==> src/rtl/gpio_edge_capture_pkg.sv <==
// Shared constants for the GPIO input conditioning / edge-capture path.
package gpio_edge_capture_pkg;

    localparam int unsigned DEF_WIDTH       = 16;
    localparam int unsigned DEF_SYNC_STAGES = 2;
    localparam int unsigned DEF_CNT_WIDTH   = 8;

    // Arming spans the synchroniser depth plus one edge so filtered is seeded from a
    // pipeline that has been fully refilled from the pins.
    function automatic int unsigned arm_cycles(int unsigned sync_stages);
        return sync_stages + 1;
    endfunction

    localparam int unsigned ARM_CYCLES = arm_cycles(DEF_SYNC_STAGES);

endpackage

==> src/rtl/gpio_debounce_channel.sv <==
// Single GPIO channel: pin synchroniser, stability counter, filtered level and
// unqualified rise/fall events that take effect on the next clock edge.
module gpio_debounce_channel
    import gpio_edge_capture_pkg::*;
#(
    parameter int unsigned SYNC_STAGES = DEF_SYNC_STAGES,
    parameter int unsigned CNT_WIDTH   = DEF_CNT_WIDTH
) (
    input  logic                 clk,
    input  logic                 reset,
    input  logic                 in,
    input  logic                 arming,
    input  logic [CNT_WIDTH-1:0] debounce_limit,
    output logic                 filtered,
    output logic                 rise,
    output logic                 fall
);

    logic [SYNC_STAGES-1:0] sync_q, sync_d;
    logic                   filtered_q, filtered_d;
    logic [CNT_WIDTH-1:0]   cnt_q, cnt_d;
    logic                   sync;

    assign sync     = sync_q[SYNC_STAGES-1];
    assign filtered = filtered_q;

    always_comb begin
        sync_d     = {sync_q[SYNC_STAGES-2:0], in};
        filtered_d = filtered_q;
        cnt_d      = cnt_q;
        rise       = 1'b0;
        fall       = 1'b0;
        if (arming) begin
            filtered_d = sync;
            cnt_d      = '0;
        end else if (sync == filtered_q) begin
            cnt_d = '0;
        end else if (cnt_q >= debounce_limit) begin
            // >= lets a lowered limit accept immediately; counter never passes the limit
            filtered_d = sync;
            cnt_d      = '0;
            rise       = sync;
            fall       = ~sync;
        end else begin
            cnt_d = cnt_q + 1'b1;
        end
    end

    always_ff @(posedge clk or negedge reset) begin
        if (!reset) begin
            sync_q     <= '0;
            filtered_q <= 1'b0;
            cnt_q      <= '0;
        end else begin
            sync_q     <= sync_d;
            filtered_q <= filtered_d;
            cnt_q      <= cnt_d;
        end
    end

endmodule

==> src/rtl/gpio_edge_capture.sv <==
// Per-channel debounce and edge capture with sticky pending flags and a maskable irq.
// Channels are conditioned in gpio_debounce_channel; arming, pending and irq live here.
module gpio_edge_capture
    import gpio_edge_capture_pkg::*;
#(
    parameter int unsigned WIDTH       = DEF_WIDTH,
    parameter int unsigned SYNC_STAGES = DEF_SYNC_STAGES,
    parameter int unsigned CNT_WIDTH   = DEF_CNT_WIDTH
) (
    input  logic                 clk,
    input  logic                 reset,
    input  logic [WIDTH-1:0]     in,
    input  logic [WIDTH-1:0]     rising_edge,
    input  logic [WIDTH-1:0]     falling_edge,
    input  logic [CNT_WIDTH-1:0] debounce_limit,
    input  logic [WIDTH-1:0]     clear,
    input  logic [WIDTH-1:0]     irq_enable,
    output logic [WIDTH-1:0]     filtered,
    output logic [WIDTH-1:0]     edge_pulse,
    output logic [WIDTH-1:0]     pending,
    output logic                 irq
);

    localparam int unsigned ArmCycles = arm_cycles(SYNC_STAGES);
    localparam int unsigned ArmWidth  = $clog2(ArmCycles + 1);

    logic [ArmWidth-1:0] arm_q, arm_d;
    logic [WIDTH-1:0]    edge_pulse_q, edge_pulse_d;
    logic [WIDTH-1:0]    pending_q, pending_d;
    logic [WIDTH-1:0]    rise, fall, event_hit;
    logic                arming;

    assign arming = (arm_q != '0);

    for (genvar i = 0; i < WIDTH; i++) begin : g_chan
        gpio_debounce_channel #(
            .SYNC_STAGES (SYNC_STAGES),
            .CNT_WIDTH   (CNT_WIDTH)
        ) u_chan (
            .clk            (clk),
            .reset          (reset),
            .in             (in[i]),
            .arming         (arming),
            .debounce_limit (debounce_limit),
            .filtered       (filtered[i]),
            .rise           (rise[i]),
            .fall           (fall[i])
        );
    end

    always_comb begin
        arm_d        = arming ? arm_q - 1'b1 : arm_q;
        event_hit    = (rise & rising_edge) | (fall & falling_edge);
        edge_pulse_d = event_hit;
        // A new event wins over a clear landing on the same edge
        pending_d    = (pending_q & ~clear) | event_hit;
    end

    always_ff @(posedge clk or negedge reset) begin
        if (!reset) begin
            arm_q        <= ArmWidth'(ArmCycles);
            edge_pulse_q <= '0;
            pending_q    <= '0;
        end else begin
            arm_q        <= arm_d;
            edge_pulse_q <= edge_pulse_d;
            pending_q    <= pending_d;
        end
    end

    assign edge_pulse = edge_pulse_q;
    assign pending    = pending_q;
    assign irq        = |(pending_q & irq_enable);

endmodule
==> config.mk <==
export PLATFORM = sky130hd
export DESIGN_NAME = gpio_edge_capture
export DESIGN_NICKNAME = d
export VERILOG_FILES = /design/src/rtl/gpio_edge_capture_pkg.sv /design/src/rtl/gpio_debounce_channel.sv /design/src/rtl/gpio_edge_capture.sv
export SDC_FILE = /design/constraint.sdc
export NUM_CORES = 1
export LEC_CHECK = 0
export ABC_CLOCK_PERIOD_IN_PS = 2800
export CAP_MARGIN = 20
export CORE_UTILIZATION = 57
export CTS_CLUSTER_DIAMETER = 120
export DETAILED_ROUTE_END_ITERATION = 10
export GPL_TIMING_DRIVEN = 0
export PLACE_DENSITY_LB_ADDON = 0.08
export SKIP_LAST_GASP = 1
export SYNTH_ARGS = -nofsm -noshare
export SYNTH_HDL_FRONTEND = slang
export SYNTH_SLANG_ARGS = --single-unit
==> constraint.sdc <==
create_clock -name clk -period 2.8 [get_ports clk]
set_clock_uncertainty 0.15 [all_clocks]
set_input_delay 0.56 -clock clk [delete_from_list [all_inputs] [get_ports clk]]
set_output_delay 0.56 -clock clk [all_outputs]
set_load 0.03 [all_outputs]
==> impl_metrics.env, run 1 <==
export IMPL_cp_end_kind="flop"
export IMPL_post_layout_utilization_of_the_core_pct=71.9
export IMPL_crit_chain="clkdlybuf4s50_1 > clkinvlp_4 > buf_12 > ha_1 > and2_1 > a221oi_1 > nand3_1 > nor3b_1"
export IMPL_fmax_ghz=0.369
export IMPL_placementRows=53
export IMPL_slew_headroom_pct=25.4
export IMPL_grtUsageTotal_pct=28.8
export IMPL_die_height_um=149
export IMPL_synth_ff_type="sky130_fd_sc_hd__dfrtp_1"
export IMPL_p_leak_nw=7.25
export IMPL_finish_net_count=1641
export IMPL_cp_num_buf_inv=3
export IMPL_layout_common_cells="sky130_fd_sc_hd__dfrtp_1, sky130_fd_sc_hd__ha_1, sky130_fd_sc_hd__nor3_1"
export IMPL_worst_skew_pair_late_latency_ns=0.52
export IMPL_root_buffer_master="sky130_fd_sc_hd__clkbuf_16"
export IMPL_critical_path_maximum_fanout=12
export IMPL_setup_viol=0
export IMPL_number_of_antenna_cells_inserted=0
export IMPL_cts_num_sinks=210
export IMPL_status="finished, final reports clean"
export IMPL_timing_critical_path_max_delay_family="simple AND/OR/NAND/NOR gates"
export IMPL_critical_path_slowest_cell="sky130_fd_sc_hd__clkdlybuf4s50_1"
export IMPL_clock_transition_at_path_regs_ns=0.06
export IMPL_fp_dieArea_mm2=0.0222
export IMPL_grt_pass1_wl_mm=50.2
export IMPL_core_mm2=0.0211
export IMPL_syn_instance_count=1224
export IMPL_number_of_top_level_design_ports=139
export IMPL_place_congestion=0.824
export IMPL_worstPathRequired_ns=3.07
export IMPL_num_vias=10100
export IMPL_max_cap_viol_count=0
export IMPL_placement_io_buffers=138
export IMPL_final_period_utilization_pct=96.7
export IMPL_dp_hpwl_mm=20.2
export IMPL_pin_count_of_the_biggest_net_entering_global_routing=121
export IMPL_async_flop_share_pct=100
export IMPL_initial_core_util_pct=58.4
export IMPL_antenna_found_initial=0
export IMPL_timing_critical_path_slowest_cell_delay_ns=0.51
export IMPL_report_final_slew_viol_count=0
export IMPL_syn_avg_cell_area_um2=10.1
export IMPL_routed_wire_length_per_instance_um=18.1
export IMPL_initialDrtViolationCount=602
export IMPL_synth_edff_count=0
export IMPL_ant_nets=0
export IMPL_vdd_drop_max_v=0.000519
export IMPL_drc=0
export IMPL_timing_critical_path_arrival_ns=2.98
export IMPL_layout_commonest_cell="sky130_fd_sc_hd__dfrtp_1"
export IMPL_syn_nets=1459
export IMPL_wirelength_mm=30.7
export IMPL_postSynthRegisterBits=210
export IMPL_post_route_cells_drive_above_1_share_pct=6.46
export IMPL_vias_in_the_first_global_route=9729
export IMPL_setup_repair_after_global_routing_missed_its_margin="no"
export IMPL_worst_setup_path_start_kind="input port"
export IMPL_worst_min_delay_path_category="flop to flop"
export IMPL_cell_area_power_density_mw_per_mm2=646
export IMPL_drtPass1Iterations=5
export IMPL_worst_slew_pin_transition_ns=1.12
export IMPL_vias_per_cell=5.96
export IMPL_finalHoldViolations=0
export IMPL_synth_distinct_cells=40
export IMPL_postPlaceCellArea_mm2=0.0141
export IMPL_clockBufferDepth=3
export IMPL_crit_type="input port to flop"
export IMPL_num_fill_cells=1599
export IMPL_postLayoutCellArea_mm2=0.0152
export IMPL_post_route_min_period_ns=2.71
export IMPL_die_w_um=149
export IMPL_final_setup_tns_ns=0
export IMPL_netlist_area_mm2=0.0123
export IMPL_synth_seq_area_share_pct=42.7
export IMPL_yosysWarnings=0
export IMPL_fin_hold_ws_ns=0.196
export IMPL_cts_tree="done"
export IMPL_areaGrowthSynthToFinish_pct=23.1
export IMPL_congestion_overflow_gr=0
export IMPL_cts_buffers_inserted=25
export IMPL_power_total_mw=9.79
export IMPL_cts_htree_levels=1
through the flow:
step / setup WS (ns) / cells
finish: 0.0917 / 1699
global placement: -7.78 / 1637
floorplan: 0.362 / 1224
detailed placement: -0.673 / 1639
global route: 0.0231 / 1699
CTS: 0.0133 / 1697
report_power, final:
part	internal, mW	leakage (nW)	total (mW)	switching, mW
clock	1.90	0.400	3.16	1.26
combinational	1.24	4.05	2.66	1.42
sequential	3.42	2.80	3.96	0.547
state kept, by name, summed over array words and instances, names as in the netlist:
signal and count:
g_chan.u_chan.cnt_q 128, g_chan.u_chan.filtered 16, edge_pulse 16, arm_q 2
g_chan.u_chan.sync_q 32, pending 16
path summary, 6_finish.rpt:
| check | start | endpoint | slack, ns | cells past startpoint |
|---|---|---|---|---|
| worst max-delay path | debounce_limit[7] | g_chan[8].u_chan.cnt_q[1] | 0.09 | 8 |
| worst min-delay path | g_chan[2].u_chan.sync_q[0] | g_chan[2].u_chan.sync_q[1] | 0.20 | 0 |
| worst max register to register | arm_q[0] | g_chan[13].u_chan.cnt_q[6] | 0.21 | 6 |
| worst min register to register | g_chan[2].u_chan.sync_q[0] | g_chan[2].u_chan.sync_q[1] | 0.20 | 0 |
| max in group asynchronous | reset | g_chan[12].u_chan.cnt_q[0] | 1.01 | 3 |
| min in group asynchronous | reset | g_chan[10].u_chan.cnt_q[1] | 0.47 | 2 |
per-layer routing:
metal  routed length (um)  track usage (%)  up-vias
li1                     -                -     4884
met1                13800             40.4     4918
met2                14400             46.9      273
met3                 1770             4.01       51
met4                  738             7.60        0
met5                    0                0        -
final cells by class:
cell class                 instances  area [um^2]  area share (%)
clock buffer                      38          734            4.84
sequential                       210         5260            34.7
multi-input combinational        916         6660            43.9
timing repair buffer             155         1630            10.7
clock inverter                     7         70.1           0.462
inverter                          57          240            1.58
buffer                            41          230            1.52
tap                              275          344            2.27
kinds of logic (layout without fill, tap and decap cells):
kind of cell             count (synthesis)  in the layout  share of synthesized area [%]
AND/OR/NAND/NOR                        456            456                           19.6
flip-flops                             210            210                           42.7
AO/OA/AOI/OAI                          201            201                           11.3
adder cells (fa/ha/maj)                145            145                           14.7
XOR/XNOR                               113            113                           8.03
buffers and inverters                   98            298                           3.55
multiplexers                             1              1                         0.0914
synthesized netlist by cell type (2+ instances only):
cell                        number  share of area, %
sky130_fd_sc_hd__a21oi_1        12              0.49
sky130_fd_sc_hd__nand3_1       120               4.9
sky130_fd_sc_hd__o22ai_1        30               1.5
sky130_fd_sc_hd__and3_1         48               2.4
sky130_fd_sc_hd__a2111oi_2       2              0.24
sky130_fd_sc_hd__xnor2_1        18               1.3
sky130_fd_sc_hd__o31ai_1        15              0.91
sky130_fd_sc_hd__dfrtp_1       208                42
sky130_fd_sc_hd__nor4_1         15              0.76
sky130_fd_sc_hd__o21ai_0        65               2.6
sky130_fd_sc_hd__o211a_1        15               1.2
sky130_fd_sc_hd__a22o_1          4              0.28
sky130_fd_sc_hd__nor2b_1        17              0.86
sky130_fd_sc_hd__nor2_1         33               1.0
sky130_fd_sc_hd__a221o_1         3              0.24
sky130_fd_sc_hd__nor3_1        142               5.8
sky130_fd_sc_hd__nand4_1         2              0.10
sky130_fd_sc_hd__and2_1         14              0.71
sky130_fd_sc_hd__nand2_1        30              0.91
sky130_fd_sc_hd__o211ai_1       15              0.91
sky130_fd_sc_hd__clkbuf_1       22              0.67
sky130_fd_sc_hd__a211oi_1       17               1.0
sky130_fd_sc_hd__nand3b_1       16              0.98
sky130_fd_sc_hd__nor3b_1        16              0.98
sky130_fd_sc_hd__inv_1          57               1.7
sky130_fd_sc_hd__ha_1          145                15
sky130_fd_sc_hd__nand3_2         2              0.16
sky130_fd_sc_hd__buf_2           2             0.081
sky130_fd_sc_hd__a2111oi_0      12              0.85
sky130_fd_sc_hd__a221oi_1        7              0.50
sky130_fd_sc_hd__buf_4          16              0.98
sky130_fd_sc_hd__xor2_1         95               6.8
sky130_fd_sc_hd__dfstp_2         2              0.43
what timing repair did:
item | 4_1_cts | 5_1_grt
hold buffers | 1 | 0
hold endpoints to repair | 90 | 0
setup buffers | 12 | 2
gates resized for setup | 10 | 6
endpoints found under the setup margin | 35 | 94
pin swaps | 0 | 0
Power figures use the tool's default switching activity.
==> run 2: changes to the inputs <==
--- a/config.mk
+++ b/config.mk
@@ -11,6 +11,7 @@
 export CTS_CLUSTER_DIAMETER = 120
 export DETAILED_ROUTE_END_ITERATION = 10
 export GPL_TIMING_DRIVEN = 0
+export HOLD_SLACK_MARGIN = 0.1
 export PLACE_DENSITY_LB_ADDON = 0.08
 export SKIP_LAST_GASP = 1
 export SYNTH_ARGS = -nofsm -noshare
==> constraint.sdc (replaced) <==
create_clock -name clk -period 2.8 [get_ports clk]
set_clock_uncertainty 0.15 [all_clocks]
set_input_delay 0.42 -clock clk [delete_from_list [all_inputs] [get_ports clk]]
set_output_delay 0.42 -clock clk [all_outputs]
set_load 0.03 [all_outputs]
==> impl_metrics.env, run 2 (synthesized netlist as in run 1, its figures left out) <==
export IMPL_fmax_ghz=0.378
export IMPL_setup_repair_after_global_routing_missed_its_margin="no"
export IMPL_grtUsageTotal_pct=28.4
export IMPL_antenna_found_initial=0
export IMPL_p_seq_share_pct=40.6
export IMPL_fp_dieArea_mm2=0.0222
export IMPL_post_route_min_period_ns=2.64
export IMPL_root_buffer_master="sky130_fd_sc_hd__clkbuf_16"
export IMPL_drc=0
export IMPL_clock_power_share_pct=32.3
export IMPL_num_vias=10100
export IMPL_met2WireLength_mm=14.4
export IMPL_placementRows=53
export IMPL_die_w_um=149
export IMPL_reg_largest_list="g_chan.u_chan.cnt_q: 128 flops, g_chan.u_chan.sync_q: 32 flops"
export IMPL_crit_type="flop to flop"
export IMPL_cp_end_kind="flop"
export IMPL_routed_wl_met3_mm=1.80
export IMPL_layout_common_cells="sky130_fd_sc_hd__dfrtp_1, sky130_fd_sc_hd__ha_1, sky130_fd_sc_hd__nor3_1"
export IMPL_fin_hold_ws_ns=0.184
export IMPL_cts_num_sinks=210
export IMPL_finalHoldViolations=0
export IMPL_power_total_mw=9.77
export IMPL_layout_commonest_cell="sky130_fd_sc_hd__dfrtp_1"
export IMPL_cts_buffers_inserted=25
export IMPL_cell_area_power_density_mw_per_mm2=646
export IMPL_initial_core_util_pct=58.4
export IMPL_max_cap_viol_count=0
export IMPL_core_mm2=0.0211
export IMPL_p_sw_mw=3.22
export IMPL_setup_reg_to_reg_worst_slack_ns=0.16
export IMPL_slew_headroom_pct=24.1
export IMPL_status="finished, final reports clean"
export IMPL_worst_min_delay_path_category="input port to flop"
export IMPL_ant_nets=0
export IMPL_die_height_um=149
export IMPL_clock_transition_at_path_regs_ns=0.06
export IMPL_clockBufferDepth=3
export IMPL_rr_endpoint="g_chan[13].u_chan.cnt_q[6]"
export IMPL_number_of_antenna_cells_inserted=0
export IMPL_final_period_utilization_pct=94.4
export IMPL_vias_in_the_first_global_route=9675
export IMPL_postLayoutCellArea_mm2=0.0151
export IMPL_grt_pass1_wl_mm=49.5
export IMPL_placement_io_buffers=138
export IMPL_r2r_start="arm_q[0]"
export IMPL_report_final_slew_viol_count=0
export IMPL_worstPathRequired_ns=3.06
export IMPL_finish_net_count=1637
export IMPL_cell_internal_pwr_mw=6.55
export IMPL_critical_path_endpoint="g_chan[13].u_chan.cnt_q[6]"
export IMPL_dp_hpwl_mm=20.2
export IMPL_setup_viol=0
export IMPL_top_layer="met4"
export IMPL_congestion_overflow_gr=0
export IMPL_wl_met1_mm=13.7
export IMPL_initialDrtViolationCount=610
export IMPL_cts_htree_levels=1
export IMPL_worst_setup_path_start_kind="flop"
export IMPL_areaGrowthSynthToFinish_pct=22.7
export IMPL_p_leak_nw=7.24
export IMPL_post_route_cells_drive_above_1_share_pct=6.06
export IMPL_cts_tree="done"
export IMPL_vdd_drop_max_v=0.000519
export IMPL_regMostFlops="g_chan.u_chan.cnt_q"
export IMPL_critical_path_maximum_fanout=10
export IMPL_routed_wire_length_per_instance_um=18.1
export IMPL_reg2regPathDepth=6
export IMPL_setup_worst_path_start="arm_q[0]"
export IMPL_worst_slew_pin_transition_ns=1.14
export IMPL_comb_power_share_pct=27.2
export IMPL_fraction_of_power_spent_switching_nets_pct=33.0
export IMPL_vias_per_cell=5.97
export IMPL_drtPass1Iterations=6
export IMPL_number_of_top_level_design_ports=139
export IMPL_timing_critical_path_arrival_ns=2.91
export IMPL_place_congestion=0.824
export IMPL_pin_count_of_the_biggest_net_entering_global_routing=121
export IMPL_largest_reg_flops=128
export IMPL_worst_skew_pair_late_latency_ns=0.52
export IMPL_wirelength_mm=30.6
export IMPL_postPlaceCellArea_mm2=0.0141
## run 2: power groups by stage
stage          Combinational (mW)  Sequential, mW  Clock, mW
2_1_floorplan                1.85            3.87          0
3_3_place_gp                 2.51            4.00          0
3_5_place_dp                 2.60            4.01          0
4_1_cts                      2.63            3.96       3.20
5_1_grt                      3.02            4.04       3.34
6_report                     2.66            3.96       3.15
## run 2: critical path, stage by stage (launching register included)
cell and delay, ns:
sky130_fd_sc_hd__dfstp_2 0.37, sky130_fd_sc_hd__inv_1 0.06, sky130_fd_sc_hd__ha_1 0.14, sky130_fd_sc_hd__buf_2 0.18, sky130_fd_sc_hd__clkdlybuf4s15_1 0.80, sky130_fd_sc_hd__nand3_1 0.49, sky130_fd_sc_hd__nor3_1 0.35
## run 2: how the worst min path moves through the flow
stage / cells after the start / slack [ns] / endpoint / from
after floorplan: 0 / -0.03 / edge_pulse[0] / reset
after global placement: 0 / 0.18 / g_chan[5].u_chan.sync_q[1] / g_chan[5].u_chan.sync_q[0]
after detailed placement: 0 / 0.18 / g_chan[4].u_chan.sync_q[1] / g_chan[4].u_chan.sync_q[0]
after CTS: 1 / 0.17 / g_chan[13].u_chan.sync_q[0] / in[13]
after global routing: 1 / 0.17 / g_chan[15].u_chan.sync_q[0] / in[15]
final: 1 / 0.18 / g_chan[10].u_chan.sync_q[0] / in[10]
## run 2: layer usage
layer | vias up | global-route usage, %
met1 | 4902 | 39.8
met5 | - | 0
met2 | 271 | 46.2
met4 | 0 | 7.24
met3 | 49 | 4.10
li1 | 4890 | -
## run 2: layout make-up
class / count / area, um^2
inverters: 57 / 236
multi-input cells: 916 / 6660
fillers: 1613 / 5970
clock inverters: 7 / 70.1
plain buffers: 41 / 230
repair buffers: 151 / 1590
well taps: 275 / 344
clock buffers: 38 / 734
flip-flops and latches: 210 / 5260
## run 2: stage by stage
stage | cells | setup WS, ns | TNS (ns) | utilization, %
2_1_floorplan | 1224 | 0.502 | 0 | -
3_3_place_gp | 1637 | -7.64 | -1669.70 | 66.6
3_5_place_dp | 1639 | -0.533 | -59.68 | 66.8
4_1_cts | 1685 | 0.00113 | 0 | 70.8
5_1_grt | 1695 | 0.0570 | 0 | 71.7
6_report | 1695 | 0.157 | 0 | 71.7
## run 2: what timing repair did
item,4_1_cts,5_1_grt
resized for setup,5,8
endpoints found under the setup margin,1,49
hold buffers,1,0
buffers inserted,0,10
endpoints found under the hold margin,90,0
==> run 3: changes to the inputs <==
--- a/config.mk
+++ b/config.mk
@@ -8,9 +8,7 @@
 export ABC_CLOCK_PERIOD_IN_PS = 2800
 export CAP_MARGIN = 20
 export CORE_UTILIZATION = 57
-export CTS_CLUSTER_DIAMETER = 120
 export DETAILED_ROUTE_END_ITERATION = 10
-export GPL_TIMING_DRIVEN = 0
 export HOLD_SLACK_MARGIN = 0.1
 export PLACE_DENSITY_LB_ADDON = 0.08
 export SKIP_LAST_GASP = 1
==> impl_metrics.env, run 3 (synthesized netlist as in run 1, its figures left out) <==
export IMPL_finish_net_count=1608
export IMPL_status="finished, final reports clean"
export IMPL_worstPathRequired_ns=2.23
export IMPL_vias_in_the_first_global_route=9806
export IMPL_worst_setup_path_start_kind="flop"
export IMPL_placedCellCount=1621
export IMPL_p_leak_nw=7.22
export IMPL_critical_path_slowest_cell="sky130_fd_sc_hd__dfrtp_1"
export IMPL_clock_transition_at_path_regs_ns=0.06
export IMPL_drtPass1Iterations=5
export IMPL_reg_largest_list="g_chan.u_chan.cnt_q: 128 flops, g_chan.u_chan.sync_q: 32 flops"
export IMPL_grtUsageTotal_pct=27.3
export IMPL_regMostFlops="g_chan.u_chan.cnt_q"
export IMPL_core_mm2=0.0211
export IMPL_comb_power_share_pct=25.7
export IMPL_pin_count_of_the_biggest_net_entering_global_routing=73
export IMPL_placementRows=53
export IMPL_critical_path_maximum_fanout=3
export IMPL_cell_area_power_density_mw_per_mm2=660
export IMPL_fin_hold_ws_ns=0.183
export IMPL_final_setup_tns_ns=0
export IMPL_cp_end_kind="primary output"
export IMPL_fmax_ghz=0.368
export IMPL_layout_cells_non_filler=1666
export IMPL_fraction_of_power_spent_switching_nets_pct=32.6
export IMPL_report_final_slew_viol_count=0
export IMPL_vias_per_cell=5.98
export IMPL_areaGrowthSynthToFinish_pct=21.7
export IMPL_placement_io_buffers=138
export IMPL_postLayoutCellArea_mm2=0.0150
export IMPL_post_route_min_period_ns=2.72
export IMPL_largest_reg_flops=128
export IMPL_p_sw_mw=3.23
export IMPL_postPlaceCellArea_mm2=0.0141
export IMPL_p_seq_share_pct=40.2
export IMPL_number_of_top_level_design_ports=139
export IMPL_setup_repair_after_global_routing_missed_its_margin="no"
export IMPL_worst_slew_pin_transition_ns=0.670
export IMPL_crit_chain="a22o_1 > a221oi_4 > nand4_1 > dlygate4sd2_1"
export IMPL_timing_critical_path_slowest_cell_delay_ns=0.48
export IMPL_post_route_cells_drive_above_1_share_pct=5.54
export IMPL_root_buffer_master="sky130_fd_sc_hd__clkbuf_16"
export IMPL_place_congestion=0.813
export IMPL_number_of_antenna_cells_inserted=0
export IMPL_initialDrtViolationCount=382
export IMPL_max_cap_viol_count=0
export IMPL_vdd_drop_max_v=0.000510
export IMPL_grt_pass1_wl_mm=48.4
export IMPL_ant_nets=0
export IMPL_cts_buffers_inserted=24
export IMPL_layout_common_cells="sky130_fd_sc_hd__dfrtp_1, sky130_fd_sc_hd__ha_1, sky130_fd_sc_hd__nor3_1"
export IMPL_worst_min_delay_path_category="input port to flop"
export IMPL_setup_viol=0
export IMPL_clock_power_share_pct=34.1
export IMPL_worst_skew_pair_late_latency_ns=0.52
export IMPL_timing_critical_path_arrival_ns=2.15
export IMPL_layout_commonest_cell="sky130_fd_sc_hd__dfrtp_1"
export IMPL_initial_core_util_pct=58.4
export IMPL_routed_wire_length_per_instance_um=17.5
export IMPL_power_total_mw=9.89
export IMPL_clockBufferDepth=3
export IMPL_congestion_overflow_gr=0
export IMPL_cell_internal_pwr_mw=6.66
export IMPL_die_height_um=149
export IMPL_cts_tree="done"
export IMPL_fp_dieArea_mm2=0.0222
export IMPL_cts_repair_timing_setup_buffer_count=0
export IMPL_num_vias=9961
export IMPL_slew_headroom_pct=55.0
export IMPL_antenna_found_initial=0
export IMPL_setup_reg_to_reg_worst_slack_ns=0.70
export IMPL_wirelength_mm=29.2
export IMPL_die_w_um=149
export IMPL_finalHoldViolations=0
export IMPL_dp_hpwl_mm=20.7
export IMPL_final_period_utilization_pct=97.2
export IMPL_drc=0
export IMPL_crit_type="flop to primary output"
export IMPL_cts_htree_levels=1
export IMPL_cts_num_sinks=210
run 3: worst max-delay path: cells and delay by family (launching register included):
family / cells / cell delay, ns
flops: 1 / 0.48
buf+inv: 1 / 0.42
compound gates: 2 / 0.54
simple gates: 1 / 0.19
run 3: final timing paths:
path                                                    end  cells past startpoint                         from
worst max-delay path                                    irq                      4                   pending[1]
worst min-delay path             g_chan[8].u_chan.sync_q[0]                      1                        in[8]
worst max register to register    g_chan[8].u_chan.cnt_q[5]                      5    g_chan[8].u_chan.cnt_q[7]
worst min register to register  g_chan[15].u_chan.sync_q[1]                      0  g_chan[15].u_chan.sync_q[0]
max in group asynchronous                          arm_q[1]                      3                        reset
min in group asynchronous       g_chan[10].u_chan.sync_q[1]                      2                        reset
run 3: power by group through the flow:
stage | clock, mW | sequential, mW | combinational [mW]
floorplan | 0 | 3.87 | 1.85
global placement | 0 | 4.00 | 2.44
detailed placement | 0 | 4.02 | 2.53
CTS | 3.43 | 3.97 | 2.56
global route | 3.56 | 4.05 | 2.89
finish | 3.38 | 3.97 | 2.54
run 3: what timing repair did:
item	CTS	global route
endpoints found under the setup margin	1	1
hold buffers	1	0
gates resized for setup	2	2
hold endpoints to repair	67	0
run 3: layout make-up:
class                      instances  area, um^2
inverter                          57         214
timing repair buffer             164        1670
sequential                       210        5260
fill                            1603        6100
clock buffer                      33         696
multi-input combinational        916        6650
clock inverter                    11         159
tap                              275         344
run 3: per-stage QoR:
step           util (%)  setup WS (ns)
6_report           71.1         0.0795
5_1_grt            71.1         0.0121
4_1_cts            71.0         0.0708
3_5_place_dp       66.9         -0.117
3_3_place_gp       66.9         -0.193
2_1_floorplan         -          0.502
run 3: per-layer routing:
metal  routed length, um  track usage (%)
met1               13100             36.4
met4                 894             9.18
met5                   0                0
met3                1500             4.31
met2               13800             45.3
